--- config.mk ---
export PLATFORM = sky130hd
export DESIGN_NAME = fsqrt_seq
export DESIGN_NICKNAME = d
export VERILOG_FILES = /design/src/rtl/fsqrt_seq.sv
export SDC_FILE = /design/constraint.sdc
export NUM_CORES = 1
export LEC_CHECK = 0
export ABC_AREA = 1
export CAP_MARGIN = 15
export CORE_MARGIN = 2
export CORE_UTILIZATION = 44
export CTS_CLUSTER_SIZE = 8
export DETAILED_ROUTE_END_ITERATION = 16
export GPL_TIMING_DRIVEN = 0
export PLACE_DENSITY = 0.83
export SLEW_MARGIN = 25
export SYNTH_ARGS = -nofsm -noshare
export SYNTH_HDL_FRONTEND = slang
export SYNTH_SLANG_ARGS = --single-unit
--- constraint.sdc ---
create_clock -name clk -period 4.9 [get_ports clk]
set_input_delay 0.98 -clock clk [delete_from_list [all_inputs] [get_ports clk]]
set_output_delay 0.98 -clock clk [all_outputs]
set_load 0.02 [all_outputs]
--- src/rtl/fsqrt_seq.sv ---
// fsqrt_seq: issue/retire sequencer for the five-stage sqrt datapath.
// Optional macro FSQRT_SPECIAL_EN: carry an operand class and override specials.
module fsqrt_seq #(
    parameter int LAT  = 5,
    parameter int TAGW = 6
) (
    input  logic                      clk,
    input  logic                      rstn,
    input  logic                      req_valid,
    output logic                      req_ready,
    input  logic [31:0]               req_x,
    input  logic [TAGW-1:0]           req_tag,
    input  logic                      flush,
    output logic [31:0]               dp_x,
    output logic                      dp_adv,
    input  logic [31:0]               dp_y,
    output logic                      res_valid,
    input  logic                      res_ready,
    output logic [31:0]               res_y,
    output logic [TAGW-1:0]           res_tag,
    output logic                      res_nv,
    output logic                      busy,
    output logic [$clog2(LAT+2)-1:0]  inflight
);

    localparam int CW = $clog2(LAT + 2);

    logic [LAT-1:0]  v;
    logic [TAGW-1:0] tag [LAT];
    logic            accept;
    logic            retire;
    logic [31:0]     cap_y;

    assign dp_adv    = !(res_valid && !res_ready);
    assign req_ready = dp_adv && !flush;
    assign accept    = req_valid && req_ready;
    assign retire    = res_valid && res_ready;
    assign dp_x      = req_x;
    assign busy      = (inflight != '0);

    // valid shadow pipe, moves in lockstep with the datapath
    always_ff @(posedge clk) begin
        if (!rstn) begin
            v <= '0;
        end else if (flush) begin
            v <= '0;
        end else if (dp_adv) begin
            v <= {v[LAT-2:0], accept};
        end
    end

    // tag shadow pipe, payload only so no reset
    always_ff @(posedge clk) begin
        if (dp_adv) begin
            tag[0] <= req_tag;
            for (int i = 1; i < LAT; i++) begin
                tag[i] <= tag[i-1];
            end
        end
    end

`ifdef FSQRT_SPECIAL_EN
    typedef enum logic [2:0] {
        C_NORM,
        C_ZERO,
        C_NEG,
        C_INF,
        C_NAN
    } cls_t;

    cls_t cls_in;
    cls_t cls [LAT];
    logic sgn [LAT];
    logic cap_nv;

    // classify the operand at issue; NaN wins over the sign test
    always_comb begin
        cls_in = C_NORM;
        if (req_x[30:23] == 8'h00) begin
            cls_in = C_ZERO;
        end else if (req_x[30:23] == 8'hFF && req_x[22:0] != '0) begin
            cls_in = C_NAN;
        end else if (req_x[31]) begin
            cls_in = C_NEG;
        end else if (req_x[30:23] == 8'hFF) begin
            cls_in = C_INF;
        end
    end

    // class and sign travel alongside the valid bits
    always_ff @(posedge clk) begin
        if (dp_adv) begin
            cls[0] <= cls_in;
            sgn[0] <= req_x[31];
            for (int i = 1; i < LAT; i++) begin
                cls[i] <= cls[i-1];
                sgn[i] <= sgn[i-1];
            end
        end
    end

    // replace the datapath result for special operands
    always_comb begin
        cap_y  = dp_y;
        cap_nv = 1'b0;
        unique case (cls[LAT-1])
            C_ZERO: cap_y = {sgn[LAT-1], 31'b0};
            C_NEG: begin
                cap_y  = 32'h7FC0_0000;
                cap_nv = 1'b1;
            end
            C_INF:  cap_y = 32'h7F80_0000;
            C_NAN:  cap_y = 32'h7FC0_0000;
            default: ;
        endcase
    end

    // invalid flag is captured with the result
    always_ff @(posedge clk) begin
        if (!rstn) begin
            res_nv <= 1'b0;
        end else if (!flush && dp_adv && v[LAT-1]) begin
            res_nv <= cap_nv;
        end
    end
`else
    assign cap_y  = dp_y;
    assign res_nv = 1'b0;
`endif

    // one-entry output register; holds while the consumer stalls
    always_ff @(posedge clk) begin
        if (!rstn) begin
            res_valid <= 1'b0;
            res_y     <= '0;
            res_tag   <= '0;
        end else if (flush) begin
            res_valid <= 1'b0;
        end else if (dp_adv) begin
            res_valid <= v[LAT-1];
            if (v[LAT-1]) begin
                res_y   <= cap_y;
                res_tag <= tag[LAT-1];
            end
        end
    end

    // count of accepted but not yet retired operations
    always_ff @(posedge clk) begin
        if (!rstn) begin
            inflight <= '0;
        end else if (flush) begin
            inflight <= '0;
        end else begin
            inflight <= inflight + CW'(accept) - CW'(retire);
        end
    end

endmodule

# Yosys cells after proc, flatten, opt, wreduce, memory -nomap -nowiden
# Memories as Yosys holds them, arrays and structs flattened. A register that Yosys moved wholly into a read port is not among the register bits.
# Index checks and enable logic that the tools add are counted.
[classes] n_bitwise=3 mul=0 muxes=1 div_mod_pow=0 eq_ne=0 reduce_logical=11 shift=0 n_addsub=2 order_cmp=0
[op_table] op="logical AND 1 bit" count=4
[op_table] op="logical NOT 1 bit" count=4
[op_table] op="adder 3 x 1 -> 3 bit" count=1
[op_table] op="NOT 1 bit" count=3
[op_table] op="AND reduction 3 bit" count=1
[op_table] op="nonzero test 3 bit" count=1
[op_table] op="subtractor 3 x 1 -> 3 bit" count=1
[op_table] op="OR reduction 2 bit" count=1
[op_table] op="2-to-1 mux 1 bit" count=1
[totals] rom_bits=0 in_bits=75 ff_bits=41 ram_bits=30 memories=1 latchBits=0 elab_cells=22 out_inout_bits=78
[memory_table] memory="tag" words=5 width=6 read_ports=5 rd_clocked_by_memory_dff=1 wr=5 line="29" source="logic [TAGW-1:0] tag [LAT];"

# Depth between registers and ports, before layout
[logic_depth] word_depth=7 ltp_mapped=12 depth_no_buf=11

# Worst setup path before layout
# Ideal clock, no wire load.
[synth_timing] path_type="input-to-output" from="in res_ready" to="out dp_adv" arrival_time_ps=1571 cell_stages=4 required_ps=3920 path_slack_ps=2349 cell_sequence="inv_1 nand2_1 buf_4 buf_4"
[synth_between] elab_chain_cells=3
[synth_lines] item="start, declared" line="18" source="input logic res_ready,"
[synth_lines] item="logical NOT 1 bit" line="34" source="assign dp_adv = !(res_valid && !res_ready);"
[synth_lines] item="logical AND 1 bit" line="34"
[synth_lines] item="logical NOT 1 bit" line="34"
[synth_lines] item="end, declared" line="15" source="output logic dp_adv,"
# Every way passes these cells.

# Worst setup path in the final report
# Same ends and word-level chain as after synthesis.

==> flow_results.org <==
** Run status
- Status :: finished clean

** Power
- Pwr Density :: about 260 nW/um^2
- Combinational share of power :: 0.106
- Internal power :: ~0.94 mW
- Sequential power share :: 0.556
- Psw :: around 0.29 mW
- Fraction of power consumed by the clock network :: 0.339
- Switching fraction of total power :: 0.233
- LEAKAGE :: slightly above 2 nW
- Peak ir drop on the vdd network :: 0.217 mV

** Global routing
- Initial antenna violation count :: 0
- Overflow after GRT :: 0
- The via count of the first global-routing pass was 2571.
- The first global-routing pass estimated 11400 um of wire.
- Entering global routing, the biggest net connects between 40 and 50 pins.
- Overall routing resource usage :: 0.175

** CTS
- Once the clock tree was built, the resizer swapped 0 gates to a different size.
- Setup Fix Bufs, Post-CTS :: 0
- Sink count of the clock tree :: 77
- Number of CTS-inserted buffers :: 9
- Skew-Pair Late Insertion Delay :: ~0.34 ns
- Clock transition at the registers of the reported paths :: 0.08 ns
- TritonCTS clock tree :: done
- Post-cts hold buffer count :: 0
- The cell sitting at the root of the clock tree is a sky130_fd_sc_hd__clkbuf_8.
- The clock passes through at most 2 buffers.
- Number of H-tree levels :: 3

** Worst setup path
- Required time of the critical path :: between 3 and 4 ns
- In this run the worst path has a maximum fanout of 40.
- The worst setup path is captured at an output port.
- The setup path with the least slack is of type in -> out.
- Crit path DAT :: roughly 2.9 ns
- STA classifies the critical path startpoint as an input pin.

** Finish
- Layout cells sized above 1 :: 0.141
- 0 antenna diodes ended up in the layout.
- Registers take 1840 sq um.
- After filler insertion, the fill cell instance count of the layout stands at 581.
- Final nets :: around 580
- After routing the design area is 4760 sq um.
- Finished Core Util :: 0.660
- After the flow finishes, the layout carries non-filler instances totaling 601.
- Multi-input gate area :: between 800 and 900 sq um
- Area Overhead vs Synth :: 45.5%

** Route
- Wire segments on met2 add up to around 3500 um in the final route.
- After detailed routing, the met3 layer carries 574 um of wire.
- Average detailed-routed wire length per instance :: ~12 um
- Post-DR vias/cell :: roughly 4.5
- The pre-antenna-repair detailed-routing pass consisted of 5 iterations.
- After detailed routing, the wire length on met1 is just under 3000 um.
- Detailed routing inserted a total of around 2700 vias.
- Number of DRC markers in iteration 0 :: 122
- Number of DRC violations after detailed routing :: 0
- The count of nets left with antenna violations once routing finished came out at 0.
- Highest metal layer with signal wires :: met4
- The final layout contains routed wiring with a total length of 7060 um.

** Place
- In this run the tool buffered the top-level ports with around 120 buffer cells.
- The placed instances occupy a cell area of ~4600 sq um.
- Half-perimeter wire length of the detailed placement result :: between 5000 and 6000 um
- After detailed placement, the design holds a cell count of between 500 and 600.
- Placer congestion estimate :: 0.768

** Yosys
- Largest area contributor in the netlist :: sky130_fd_sc_hd__dfxtp_1
- Yosys synthesis warning count :: 0
- Average footprint of a synthesized cell :: 8.91 sq um
- The number of nets in the synthesized netlist is about 450.
- The number of different library cells used by synthesis comes to 18.
- Area fraction of the dominant cell type after synthesis :: 0.288
- By area the synthesized netlist is led by sky130_fd_sc_hd__dfxtp_1 29%, sky130_fd_sc_hd__edfxtp_1 28%, sky130_fd_sc_hd__buf_4 10%.
- Register area share after synthesis :: 0.563
- Gate count of the mapped netlist :: about 370
- After synthesis the netlist holds a flip-flop and latch count of a little under 80.
- In this run the cell area of the synthesized design comes to around 3300 sq um.

** STA
- Final period util :: 0.794
- The number of failing hold endpoints at the final stage is 0.
- Static timing analysis puts the maximum clock frequency at roughly 0.26 GHz.
- For the final database, setup skew stands at ~0.0053 ns.
- Setup repair after global routing left no endpoint under its margin.
- Shortest period the worst path allows :: 3.89 ns
- Count of pins over their slew limit :: 0
- Setup violations remaining at the end of the flow were counted as 0.
- Setup total negative slack on the finished layout was measured at 0 ns.

** Die
- Pin placement for this block handled ~150 I/O pins.
- Initial standard-cell utilization of the core :: 0.453
- Standard-cell row count :: 31
- Area of the die :: 8140 sq um
- The die is approximately 90 um tall.
- Core box area :: ~7200 sq um
- Die X :: roughly 90 um

** Flow run
- Number of max-cap violations :: 0

** Hold path
- Hold/Removal Path Class :: reg -> reg
per-layer routing:
metal	up-vias	GRT usage
li1	1380	-
met1	1211	0.195
met2	123	0.304
met3	12	0.0729
met4	0	0.0513
met5	-	0
cell usage in the layout, fill, tap and decap left out:
cell type                         Yosys  layout
sky130_fd_sc_hd__nor2_4               1       1
sky130_fd_sc_hd__buf_4               44      44
sky130_fd_sc_hd__inv_2                1       1
sky130_fd_sc_hd__nand3_1             40      40
sky130_fd_sc_hd__clkinv_4             0       2
sky130_fd_sc_hd__conb_1               1       1
sky130_fd_sc_hd__clkinvlp_4           0       2
sky130_fd_sc_hd__clkinv_1             0       1
sky130_fd_sc_hd__inv_1               48      48
sky130_fd_sc_hd__clkbuf_8             0       9
sky130_fd_sc_hd__nor2_1              51      51
sky130_fd_sc_hd__buf_2                7       7
sky130_fd_sc_hd__inv_6                0       1
sky130_fd_sc_hd__edfxtp_1            30      30
sky130_fd_sc_hd__ha_1                 2       2
sky130_fd_sc_hd__nand2_1             45      45
sky130_fd_sc_hd__fa_1                 1       1
sky130_fd_sc_hd__dfxtp_1             47      47
sky130_fd_sc_hd__o21ai_0              4       4
sky130_fd_sc_hd__clkbuf_1             1       1
sky130_fd_sc_hd__clkinvlp_2           0       1
sky130_fd_sc_hd__buf_6                2       2
sky130_fd_sc_hd__clkdlybuf4s50_1      0     119
sky130_fd_sc_hd__or2_2                1       1
sky130_fd_sc_hd__a21oi_1             41      41
per-stage QoR:
step           total power, mW  setup slack [ns]  hold WS, ns
5_1_grt                   1.28             0.893        0.429
2_1_floorplan            0.757              2.35        0.400
3_5_place_dp             0.826             0.987        0.405
4_1_cts                   1.24             0.982        0.423
6_report                  1.23              1.01        0.420
3_3_place_gp             0.823             0.981        0.401
cells in the mapped netlist (all sizes together):
cell	count
ha	2
a21oi	41
inv	49
nand2	45
buf	53
fa	1
nand3	40
o21ai	4
clkbuf	1
edfxtp	30
or2	1
nor2	52
dfxtp	47
conb	1
path summary, 6_finish.rpt:
| kind | endpoint | slack (ns) | cells after the start | startpoint |
|---|---|---|---|---|
| max | dp_adv | 1.01 | 6 | res_ready |
| min | tag[4][3] | 0.42 | 0 | tag[3][3] |
| max reg2reg | inflight[2] | 2.94 | 10 | res_valid |
| min reg2reg | tag[4][3] | 0.42 | 0 | tag[3][3] |
state kept, by name, summed over array words and instances (netlist names):
| register | count |
|---|---|
| tag | 30 |
| inflight | 3 |
| res_y | 32 |
| res_valid | 1 |
| v | 5 |
| res_tag | 6 |
kinds of logic (layout without fill, tap and decap cells):
kind of cell / after synthesis / after routing / share of synthesized area
other: 1 / 1 / 0.00115
AO/OA/AOI/OAI: 45 / 45 / 0.0689
buffers and inverters: 103 / 238 / 0.176
adder cells (fa/ha/maj): 3 / 3 / 0.0138
flip-flops: 77 / 77 / 0.563
AND/OR/NAND/NOR: 138 / 138 / 0.177
power groups by stage:
stage	registers, mW	logic (mW)	clock network (mW)
3_3_place_gp	0.695	0.128	0
5_1_grt	0.682	0.139	0.456
6_report	0.681	0.129	0.415
3_5_place_dp	0.696	0.130	0
4_1_cts	0.681	0.131	0.429
2_1_floorplan	0.695	0.0619	0
worst max-delay path: stages:
cell,delay (ns)
sky130_fd_sc_hd__clkdlybuf4s50_1,0.49
sky130_fd_sc_hd__inv_1,0.04
sky130_fd_sc_hd__nand2_1,0.08
sky130_fd_sc_hd__buf_4,0.19
sky130_fd_sc_hd__buf_4,0.43
sky130_fd_sc_hd__clkdlybuf4s50_1,0.69
area by class of cell:
class,count,share of cell area
Tap cell,99,0.0260
Timing Repair Buffer,119,0.250
Inverter,49,0.0387
Clock buffer,9,0.0260
Multi-Input combinational cell,187,0.179
Buffer,54,0.0823
Sequential cell,77,0.387
Clock inverter,7,0.0105
Power figures use the tool's default switching activity.
